### config.mk
export PLATFORM = sky130hd
export DESIGN_NAME = imm_gen_pipe
export DESIGN_NICKNAME = d
export VERILOG_FILES = /design/src/rtl/imm_pkg.sv /design/src/rtl/imm_fmt_decode.sv /design/src/rtl/imm_gen_pipe.sv
export SDC_FILE = /design/constraint.sdc
export NUM_CORES = 1
export LEC_CHECK = 0
export CORE_MARGIN = 3
export CORE_UTILIZATION = 35
export DETAILED_ROUTE_END_ITERATION = 10
export GPL_TIMING_DRIVEN = 0
export PLACE_DENSITY_LB_ADDON = 0.2
export REMOVE_ABC_BUFFERS = 1
export SETUP_SLACK_MARGIN = 0.5
export SLEW_MARGIN = 30
export SYNTH_ARGS = -nofsm -noshare
export SYNTH_HDL_FRONTEND = slang
export SYNTH_SLANG_ARGS = --single-unit
### constraint.sdc
create_clock -name clk -period 6.4 [get_ports clk]
set_input_delay 1.28 -clock clk [delete_from_list [all_inputs] [get_ports clk]]
set_output_delay 1.28 -clock clk [all_outputs]
set_load 0.1 [all_outputs]
### src/rtl/imm_pkg.sv
// Shared definitions for the immediate generator: format codes, RV opcodes,
// FIFO depth and the XLEN legality check.
package imm_pkg;

    // Resolved immediate format; the numeric values are visible on out_fmt.
    typedef enum logic [2:0] {
        FMT_R   = 3'd0,
        FMT_I   = 3'd1,
        FMT_S   = 3'd2,
        FMT_B   = 3'd3,
        FMT_U   = 3'd4,
        FMT_J   = 3'd5,
        FMT_Z   = 3'd6,
        FMT_RSV = 3'd7
    } imm_fmt_e;

    localparam logic [6:0] OP_IMM    = 7'b0010011;
    localparam logic [6:0] OP_LOAD   = 7'b0000011;
    localparam logic [6:0] OP_JALR   = 7'b1100111;
    localparam logic [6:0] OP_IMM32  = 7'b0011011;
    localparam logic [6:0] OP_STORE  = 7'b0100011;
    localparam logic [6:0] OP_BRANCH = 7'b1100011;
    localparam logic [6:0] OP_LUI    = 7'b0110111;
    localparam logic [6:0] OP_AUIPC  = 7'b0010111;
    localparam logic [6:0] OP_JAL    = 7'b1101111;
    localparam logic [6:0] OP_REG    = 7'b0110011;
    localparam logic [6:0] OP_REG32  = 7'b0111011;
    localparam logic [6:0] OP_SYSTEM = 7'b1110011;

    localparam logic [1:0] FIFO_DEPTH = 2'd2;

    // Only RV32 and RV64 immediate widths are supported.
    function automatic bit xlen_legal(int unsigned xlen);
        return (xlen == 32) || (xlen == 64);
    endfunction

endpackage

### src/rtl/imm_fmt_decode.sv
// Combinational format resolution: opcode-driven when AUTO_DECODE is set,
// otherwise taken from the explicit selector. Illegal encodings resolve to R.
module imm_fmt_decode
    import imm_pkg::*;
#(
    parameter int unsigned AUTO_DECODE = 1
) (
    input  logic [31:0] inst_i,
    input  logic [2:0]  fmt_sel_i,
    output imm_fmt_e    fmt_o,
    output logic        illegal_o
);

    imm_fmt_e fmt;
    logic     illegal;

    // Map opcode (or selector) to a format, then force R on any illegal case.
    always_comb begin
        fmt     = FMT_R;
        illegal = 1'b0;
        if (AUTO_DECODE != 0) begin
            case (inst_i[6:0])
                OP_IMM, OP_LOAD, OP_JALR, OP_IMM32: fmt = FMT_I;
                OP_STORE:                           fmt = FMT_S;
                OP_BRANCH:                          fmt = FMT_B;
                OP_LUI, OP_AUIPC:                   fmt = FMT_U;
                OP_JAL:                             fmt = FMT_J;
                OP_REG, OP_REG32:                   fmt = FMT_R;
                OP_SYSTEM:                          fmt = inst_i[14] ? FMT_Z : FMT_I;
                default:                            illegal = 1'b1;
            endcase
        end else begin
            if (fmt_sel_i == FMT_RSV) begin
                illegal = 1'b1;
            end else begin
                fmt = imm_fmt_e'(fmt_sel_i);
            end
        end
        if (inst_i[1:0] != 2'b11) begin
            illegal = 1'b1;
        end
        if (illegal) begin
            fmt = FMT_R;
        end
        fmt_o     = fmt;
        illegal_o = illegal;
    end

endmodule

### src/rtl/imm_gen_pipe.sv
// Pipelined immediate generator: decodes the format, extends the immediate to
// XLEN and queues results in a 2-entry FIFO with valid/ready on both sides.
module imm_gen_pipe
    import imm_pkg::*;
#(
    parameter int unsigned XLEN        = 32,
    parameter int unsigned AUTO_DECODE = 1
) (
    input  logic            clk,
    input  logic            rst,
    input  logic            in_valid,
    output logic            in_ready,
    input  logic [31:0]     in_inst,
    input  logic [2:0]      in_fmt_sel,
    output logic            out_valid,
    input  logic            out_ready,
    output logic [XLEN-1:0] out_imm,
    output logic [2:0]      out_fmt,
    output logic            out_illegal
);

    if (!xlen_legal(XLEN)) begin : g_bad_xlen
        $error("imm_gen_pipe: XLEN must be 32 or 64");
    end

    imm_fmt_e        dec_fmt;
    logic            dec_illegal;
    logic [XLEN-1:0] imm_ext;

    imm_fmt_decode #(
        .AUTO_DECODE(AUTO_DECODE)
    ) u_decode (
        .inst_i    (in_inst),
        .fmt_sel_i (in_fmt_sel),
        .fmt_o     (dec_fmt),
        .illegal_o (dec_illegal)
    );

    // Assemble the immediate fields; signed casts sign-extend to XLEN.
    always_comb begin
        imm_ext = '0;
        case (dec_fmt)
            FMT_I: imm_ext = XLEN'($signed(in_inst[31:20]));
            FMT_S: imm_ext = XLEN'($signed({in_inst[31:25], in_inst[11:7]}));
            FMT_B: imm_ext = XLEN'($signed({in_inst[31], in_inst[7], in_inst[30:25],
                                            in_inst[11:8], 1'b0}));
            FMT_U: imm_ext = XLEN'($signed({in_inst[31:12], 12'b0}));
            FMT_J: imm_ext = XLEN'($signed({in_inst[31], in_inst[19:12], in_inst[20],
                                            in_inst[30:21], 1'b0}));
            FMT_Z: imm_ext = XLEN'(in_inst[19:15]);
            default: imm_ext = '0;
        endcase
    end

    logic [XLEN-1:0] imm_q [2];
    imm_fmt_e        fmt_q [2];
    logic            ill_q [2];
    logic            wr_ptr_q, wr_ptr_d;
    logic            rd_ptr_q, rd_ptr_d;
    logic [1:0]      count_q, count_d;
    logic            push, pop;

    // in_ready depends only on the registered count (and reset), never on out_ready.
    assign in_ready  = !rst && (count_q < FIFO_DEPTH);
    assign out_valid = !rst && (count_q != 2'd0);
    assign push      = in_valid && in_ready;
    assign pop       = out_valid && out_ready;

    assign out_imm     = out_valid ? imm_q[rd_ptr_q] : '0;
    assign out_fmt     = out_valid ? fmt_q[rd_ptr_q] : FMT_R;
    assign out_illegal = out_valid ? ill_q[rd_ptr_q] : 1'b0;

    // Next pointers and occupancy; 1-bit pointers wrap naturally.
    always_comb begin
        wr_ptr_d = wr_ptr_q;
        rd_ptr_d = rd_ptr_q;
        count_d  = count_q;
        if (push) begin
            wr_ptr_d = wr_ptr_q + 1'b1;
        end
        if (pop) begin
            rd_ptr_d = rd_ptr_q + 1'b1;
        end
        case ({push, pop})
            2'b10:   count_d = count_q + 2'd1;
            2'b01:   count_d = count_q - 2'd1;
            default: count_d = count_q;
        endcase
    end

    // FIFO control state with synchronous reset discarding all entries.
    always_ff @(posedge clk) begin
        if (rst) begin
            wr_ptr_q <= 1'b0;
            rd_ptr_q <= 1'b0;
            count_q  <= '0;
        end else begin
            wr_ptr_q <= wr_ptr_d;
            rd_ptr_q <= rd_ptr_d;
            count_q  <= count_d;
        end
    end

    // Entry storage; contents are don't-care until counted, so no reset.
    always_ff @(posedge clk) begin
        if (push) begin
            imm_q[wr_ptr_q] <= imm_ext;
            fmt_q[wr_ptr_q] <= dec_fmt;
            ill_q[wr_ptr_q] <= dec_illegal;
        end
    end

endmodule

==> impl_results.md, run 1 <==
* Outcome: finished clean
* Final hold violation count at 0
* Setup crit end kind: output port
* Synth Register Bits at just under 80
* Crit path max fanout at 25
* WP data required at 5120 ps
* Synth Instances at 291
* Final clock skew at about 7.7 ps
* Largest net degree at the start of global routing at 29
* TNS Setup at 0 ps
* Post-layout util at 0.486
* Largest family of logic cells by synthesized area: compound AO/OA/AOI/OAI gates
* Commonest non-fill, non-tap cell in the layout: clkdlybuf4s50_1
* Row count at 36
* H-tree Lvls at 3
* Slew margin rel. at 0.344
* Placed cell areas at 4560 µm²
* Synth Warn # at 0
* Detail Placement HPWL at 5.49 mm
* IO Pins at 77
* Initial DRT Pass Iterations at 4
* CTS max path bufs at 2
* Worst skew pair latency at 340 ps
* # nets final at 405
* FFs w/ async S/R, synth at 0
* Input/output buffers at 73
* GRT Overall Usage at 0.147
* Final min period at 4960 ps
* Layout cells sized above 1 at 0.0976
* Mux cell area share after synthesis at 0.100
* Hold Crit Class: flop to flop
* Post-synthesis xor/xnor area fraction at 0.00974
* Post-synthesis compound-gate area fraction at 0.120
* RSZ-0062 raised after global routing: no
* Post-CTS setup buffers at 0
* # diodes at 0
* Die area at about 12000 µm²
* CTS hold repair buffers at 0
* Synth Area in Simple Gates at 0.102
* PwrDens at about 270 nW/µm²
* Arrival @ worst endpoint at around 3700 ps
* Most frequent cells in the layout: clkdlybuf4s50_1 (73), edfxtp_1 (72), nor2_1 (43)
* Critical path origin: rst
* Period Utilization, post-route at 0.775
* Hold_ws at 520 ps
* Max-cap violations at 0
* Die X at between 100 and 150 µm
* # clock sinks at 77
* Layout area overhead at 33.4%
* Worst R2R Start: count_q[1]
* Via density at between 5 and 6
* Crit path kind: input pin to output port
* Initial DRC Count at ~100
* Cell variety after synth at 42
* Synth Cell Area at 3600 µm²
* Fill count at around 900
* Vias at about 2600
* Grt ovf at 0
* CTS root buffer: clkbuf_8
* Finished Cell Area at roughly 4800 µm²
* Core area at 9860 µm²
* Starting density of the core at 0.365
* CP Launch Type: input pin
* Die Ht at roughly 110 µm
* Final Setup Violations at 0
* Max-slew violation count at 0
* Worst setup path endpoint: out_imm[19]
* Worst path slowest cell: clkdlybuf4s50_1
* Synth Area per Inst at around 12 µm²
* Flop-to-flop setup slack at about 4400 ps
* Post-synth EDFFs at 72
* CTS clock-pin slew for the worst setup and hold paths at about 80 ps
* Worst vdd ir at 0.0913 mV
* Top cell by count, worst path: clkdlybuf4s50_1
* R2r worst-path depth at 6
* Routed WL at 8.10 mm
* Crit path cell chain: clkdlybuf4s50_1 -> o21bai_4 -> buf_16 -> nor2_1 -> clkdlybuf4s50_1
* Post-synthesis sequential area ratio at 0.629
* Antenna Nets Post-Route at 0
* FMAX at 202 MHz
* CTS Buf Count at 9
* Initial antenna violation count at 0
* Number of global-route vias before repair at 2609
* Post_cts resized at 0
* Max stage delay on crit path at 1150 ps
* Global-route wire length before repair at about 13 mm
* Post-DR wirelength/cell at between 15 and 20 µm
* CTS tree: yes
* Lkg Pwr at around 1.6 nW
* R2R Path End: count_q[1]
* # DRC at 0
* Adder-cell share of the synthesized area at 0.00626
* Tightest Pin Transition at 981 ps
* Post-synth top flop: edfxtp_1
* GPL Wtd Cong at approximately 0.78
where the power goes:
part	leakage, nW	total [mW]	internal, mW	switching (mW)
registers	0.741	0.581	0.570	0.0108
clock network	0.116	0.432	0.258	0.174
logic	0.736	0.289	0.0874	0.201
total	1.59	1.30	0.915	0.386
flip-flops by register name, summed over array words and instances, names as in the netlist, named ones only:
register and flops:
rd_ptr_q 1, fmt_q 6, count_q 2, wr_ptr_q 1
imm_q 64, ill_q 2
worst min path at each step:
stage               cells after the start    endpoint  startpoint  slack, ps
floorplan                               2  count_q[1]  count_q[1]        470
global placement                        2  count_q[1]  count_q[1]        490
detailed placement                      2        flop    rd_ptr_q        500
CTS                                     2        flop    rd_ptr_q        530
global route                            2    rd_ptr_q    rd_ptr_q        560
finish                                  2        flop    rd_ptr_q        520
logic make-up after synthesis:
group                      after synthesis
adders and majority gates                2
and+or+nand+nor                         82
buffers and inverters                   24
AOI/OAI and AO/OA                       66
DFF                                     77
xor gates and xnor gates                 4
muxes                                   36
critical path: cells and delay by family:
| family | cells | cell delay (ps) |
|---|---|---|
| and+or+nand+nor | 1 | 160 |
| AOI/OAI and AO/OA | 1 | 330 |
| buffers and inverters | 3 | 1890 |
cell type report:
cell class | instances | area, µm² | share of cell area
flip-flops and latches | 77 | 2270 | 0.472
multi-input cells | 190 | 1250 | 0.261
clock inverters | 6 | 111 | 0.0232
clock buffers | 9 | 124 | 0.0258
inverters | 6 | 22.5 | 0.00469
well taps | 133 | 166 | 0.0347
repair buffers | 81 | 855 | 0.178
Yosys cell counts (2+ instances only):
cell type / count / area [µm²]
edfxtp_1: 72 / 2160
nor2_1: 45 / 169
mux2i_1: 36 / 360
nand2_1: 16 / 60.1
a21oi_1: 13 / 65.1
a31oi_1: 11 / 68.8
o21ai_0: 11 / 55.1
clkbuf_1: 10 / 37.5
o211ai_1: 9 / 67.6
a21boi_0: 6 / 45.0
dfxtp_1: 5 / 100
inv_1: 5 / 18.8
a21o_1: 4 / 30.0
a22o_1: 4 / 35.0
buf_6: 4 / 45.0
nor3_1: 4 / 20.0
buf_1: 3 / 11.3
nand3_1: 3 / 15.0
a22oi_1: 2 / 15.0
nand4_1: 2 / 12.5
or2_2: 2 / 12.5
or3_1: 2 / 12.5
xnor2_1: 2 / 17.5
xor2_1: 2 / 17.5
metrics by stage:
| stage | instances | worst slack (ps) | power (mW) |
|---|---|---|---|
| final | 502 | 1440 | 1.30 |
| after global placement | 479 | 274 | 0.873 |
| after global routing | 502 | 1340 | 1.35 |
| after detailed placement | 487 | 1400 | 0.885 |
| after CTS | 502 | 1390 | 1.32 |
| after floorplan | 273 | 1480 | 0.786 |
per-layer routing:
layer  vias up  GRT usage  wire length, µm
met3         7     0.0336              437
met5         -          0                0
met2        77      0.255             4120
met4         0     0.0604               85
li1       1246          -                -
met1      1220      0.177             3460
(Power assumes the default switching activity.)
==> inputs of run 2 (changes only) <==
==> constraint.sdc (replaced) <==
create_clock -name clk -period 4.66 [get_ports clk]
set_input_delay 0.932 -clock clk [delete_from_list [all_inputs] [get_ports clk]]
set_output_delay 0.932 -clock clk [all_outputs]
set_load 0.1 [all_outputs]
==> run 2 against run 1 <==
Clock skew increased by 0.99 ps. Count of clock-buffer cells in the layout unchanged. Non-clock buffer count unchanged. Via count increased by 0.16%. Sequential cell count unchanged. Wire length increased by 0.17%. Critical endpoint is now out_imm[17].
==> impl_results.md, run 2 (synthesized netlist as in run 1, its figures left out) <==
* Outcome: finished clean
* Grt ovf at 0 (unchanged)
* Final hold violation count at 0 (unchanged)
* Die area at 11500 µm² (unchanged)
* Layout cells sized above 1 at 0.0976 (unchanged)
* Post_cts resized at 25 (+25)
* Row count at 36 (unchanged)
* # diodes at 0 (unchanged)
* CTS Buf Count at 9 (unchanged)
* Max reg flops at 64 (unchanged)
* Die Ht at 107 µm (unchanged)
* Largest net degree at the start of global routing at 29 (unchanged)
* Via density at 5.09 (+0.16%)
* CTS max path bufs at 2 (unchanged)
* Sw power at 0.530 mW (+37%)
* Finished Cell Area at 4770 µm² (-0.65%)
* Worst vdd ir at 0.125 mV (+37%)
* Final min period at ~4100 ps
* Initial DRT Pass Iterations at 4 (unchanged)
* Post-CTS setup buffers at 0 (unchanged)
* CTS tree: yes
* Arrival @ worst endpoint at 3180 ps (-500 ps)
* Vias at 2554 (+0.16%)
* Die X at 107 µm (unchanged)
* Slew margin rel. at 0.351 (+0.00702)
* Core area at 9860 µm² (unchanged)
* # clock sinks at 77 (unchanged)
* Final clock skew at 8.70 ps (+0.993 ps)
* Clk network pwr share at 0.334 (+0.002)
* Max-cap violations at 0 (unchanged)
* CTS hold repair buffers at 0 (unchanged)
* CP top delay family: buffers and inverters
* Top Registers: imm_q x64, fmt_q x6
* Layout area overhead at 32.5%
* Crit path max fanout at 13 (-48%)
* Hold Crit Class: flop to flop
* Global-route wire length before repair at 13.0 mm (-0.21%)
* GPL Wtd Cong at 0.775 (unchanged)
* Final Setup Violations at 0 (unchanged)
* Tightest Pin Transition at 970 ps (-10.5 ps)
* Setup crit end kind: output port
* RSZ-0062 raised after global routing: no
* Share of total power in sequential cells at 0.449 (+0.002)
* Most frequent cells in the layout: edfxtp_1 (72), clkdlybuf4s50_1 (48), nor2_1 (43)
* GRT Overall Usage at 0.147 (-0.000385)
* Max stage delay on crit path at 1160 ps (about the same)
* Number of global-route vias before repair at 2605 (-0.15%)
* Max-slew violation count at 0 (unchanged)
* Detail Placement HPWL at 5.49 mm (unchanged)
* # nets final at 405 (unchanged)
* Initial DRC Count at 90 (-12%)
* Comb pwr share at 0.217 (-0.005)
* Crit path buf inv count at 2 (-1)
* Period Utilization, post-route at 0.883
* Input/output buffers at 73 (unchanged)
* # DRC at 0 (unchanged)
* Top cell by count, worst path: clkdlybuf4s50_1
* IO Pins at 77 (unchanged)
* Top reg by flops: imm_q
* Net Sw Frac at 0.298 (+0.00160)
* CTS clock-pin slew for the worst setup and hold paths at 80 ps (about the same)
* Post-DR wirelength/cell at 16.2 µm (+0.17%)
* Worst path slowest cell: clkdlybuf4s50_1
* CP Launch Type: input pin
* Hold_ws at 522 ps (+1.67 ps)
* Crit path cell chain: clkdlybuf4s50_1 -> o21bai_4 -> nor2_1 -> clkdlybuf4s50_1
* Lkg Pwr at 1.71 nW (+7.1%)
* Placed cell areas at 4560 µm² (unchanged)
* PwrDens at 373 nW/µm² (+37%)
* Antenna Nets Post-Route at 0 (unchanged)
* FMAX at between 200 and 250 MHz
* Crit path kind: input pin to output port
* Initial antenna violation count at 0 (unchanged)
* Worst skew pair latency at 340 ps (about the same)
* P_int at 1.25 mW (+36%)
* WP data required at 3730 ps (-1390 ps)
* Routed WL at 8.12 mm (+0.17%)
* CTS root buffer: clkbuf_8
* H-tree Lvls at 3 (unchanged)
* Commonest non-fill, non-tap cell in the layout: edfxtp_1
* Starting density of the core at 0.365 (unchanged)
## run 2: power groups by stage
stage	Combinational, mW	Clock, mW	Sequential (mW)
2_1_floorplan	0.263	0	0.816
3_3_place_gp	0.377	0	0.822
3_5_place_dp	0.400	0	0.815
4_1_cts	0.391	0.606	0.799
5_1_grt	0.407	0.635	0.802
6_report	0.386	0.592	0.798
## run 2: stage by stage
stage	TNS, ps	util	instances	worst slack, ps	power (mW)
after CTS	0	0.483	502	548	1.80
final	0	0.483	502	543	1.78
after global routing	0	0.483	502	503	1.84
after floorplan	0	-	273	88.8	1.08
after detailed placement	0	0.462	487	354	1.21
after global placement	-75450	0.446	479	-1120	1.20
## run 2: layout make-up
cell class / instances / area, µm²
multi-input cells: 190 / 1250
clock inverters: 6 / 111
well taps: 133 / 166
repair buffers: 81 / 823
fillers: 906 / 5100
inverters: 6 / 22.5
clock buffers: 9 / 124
flip-flops and latches: 77 / 2270
## run 2: path summary, 6_finish.rpt
check	start	endpoint	slack (ps)	depth (start not counted)
worst min-delay path	rd_ptr_q	rd_ptr_q	520	2
worst min register to register	rd_ptr_q	rd_ptr_q	520	2
worst max-delay path	rst	out_imm[17]	540	4
worst max register to register	count_q[1]	count_q[1]	2710	6
## run 2: layer usage
metal / track usage / routed length (µm) / up-vias
met4: 0.0604 / 146 / 0
li1: - / - / 1248
met2: 0.254 / 4110 / 76
met1: 0.177 / 3480 / 1219
met3: 0.0336 / 387 / 11
met5: 0 / 0 / -
## run 2: worst register-to-register path, delay by kind of cell (launching register included)
kind / cells / cell delay, ps
DFF: 1 / 350
adders and majority gates: 1 / 320
AOI/OAI and AO/OA: 2 / 550
buffers and inverters: 1 / 110
and+or+nand+nor: 2 / 550
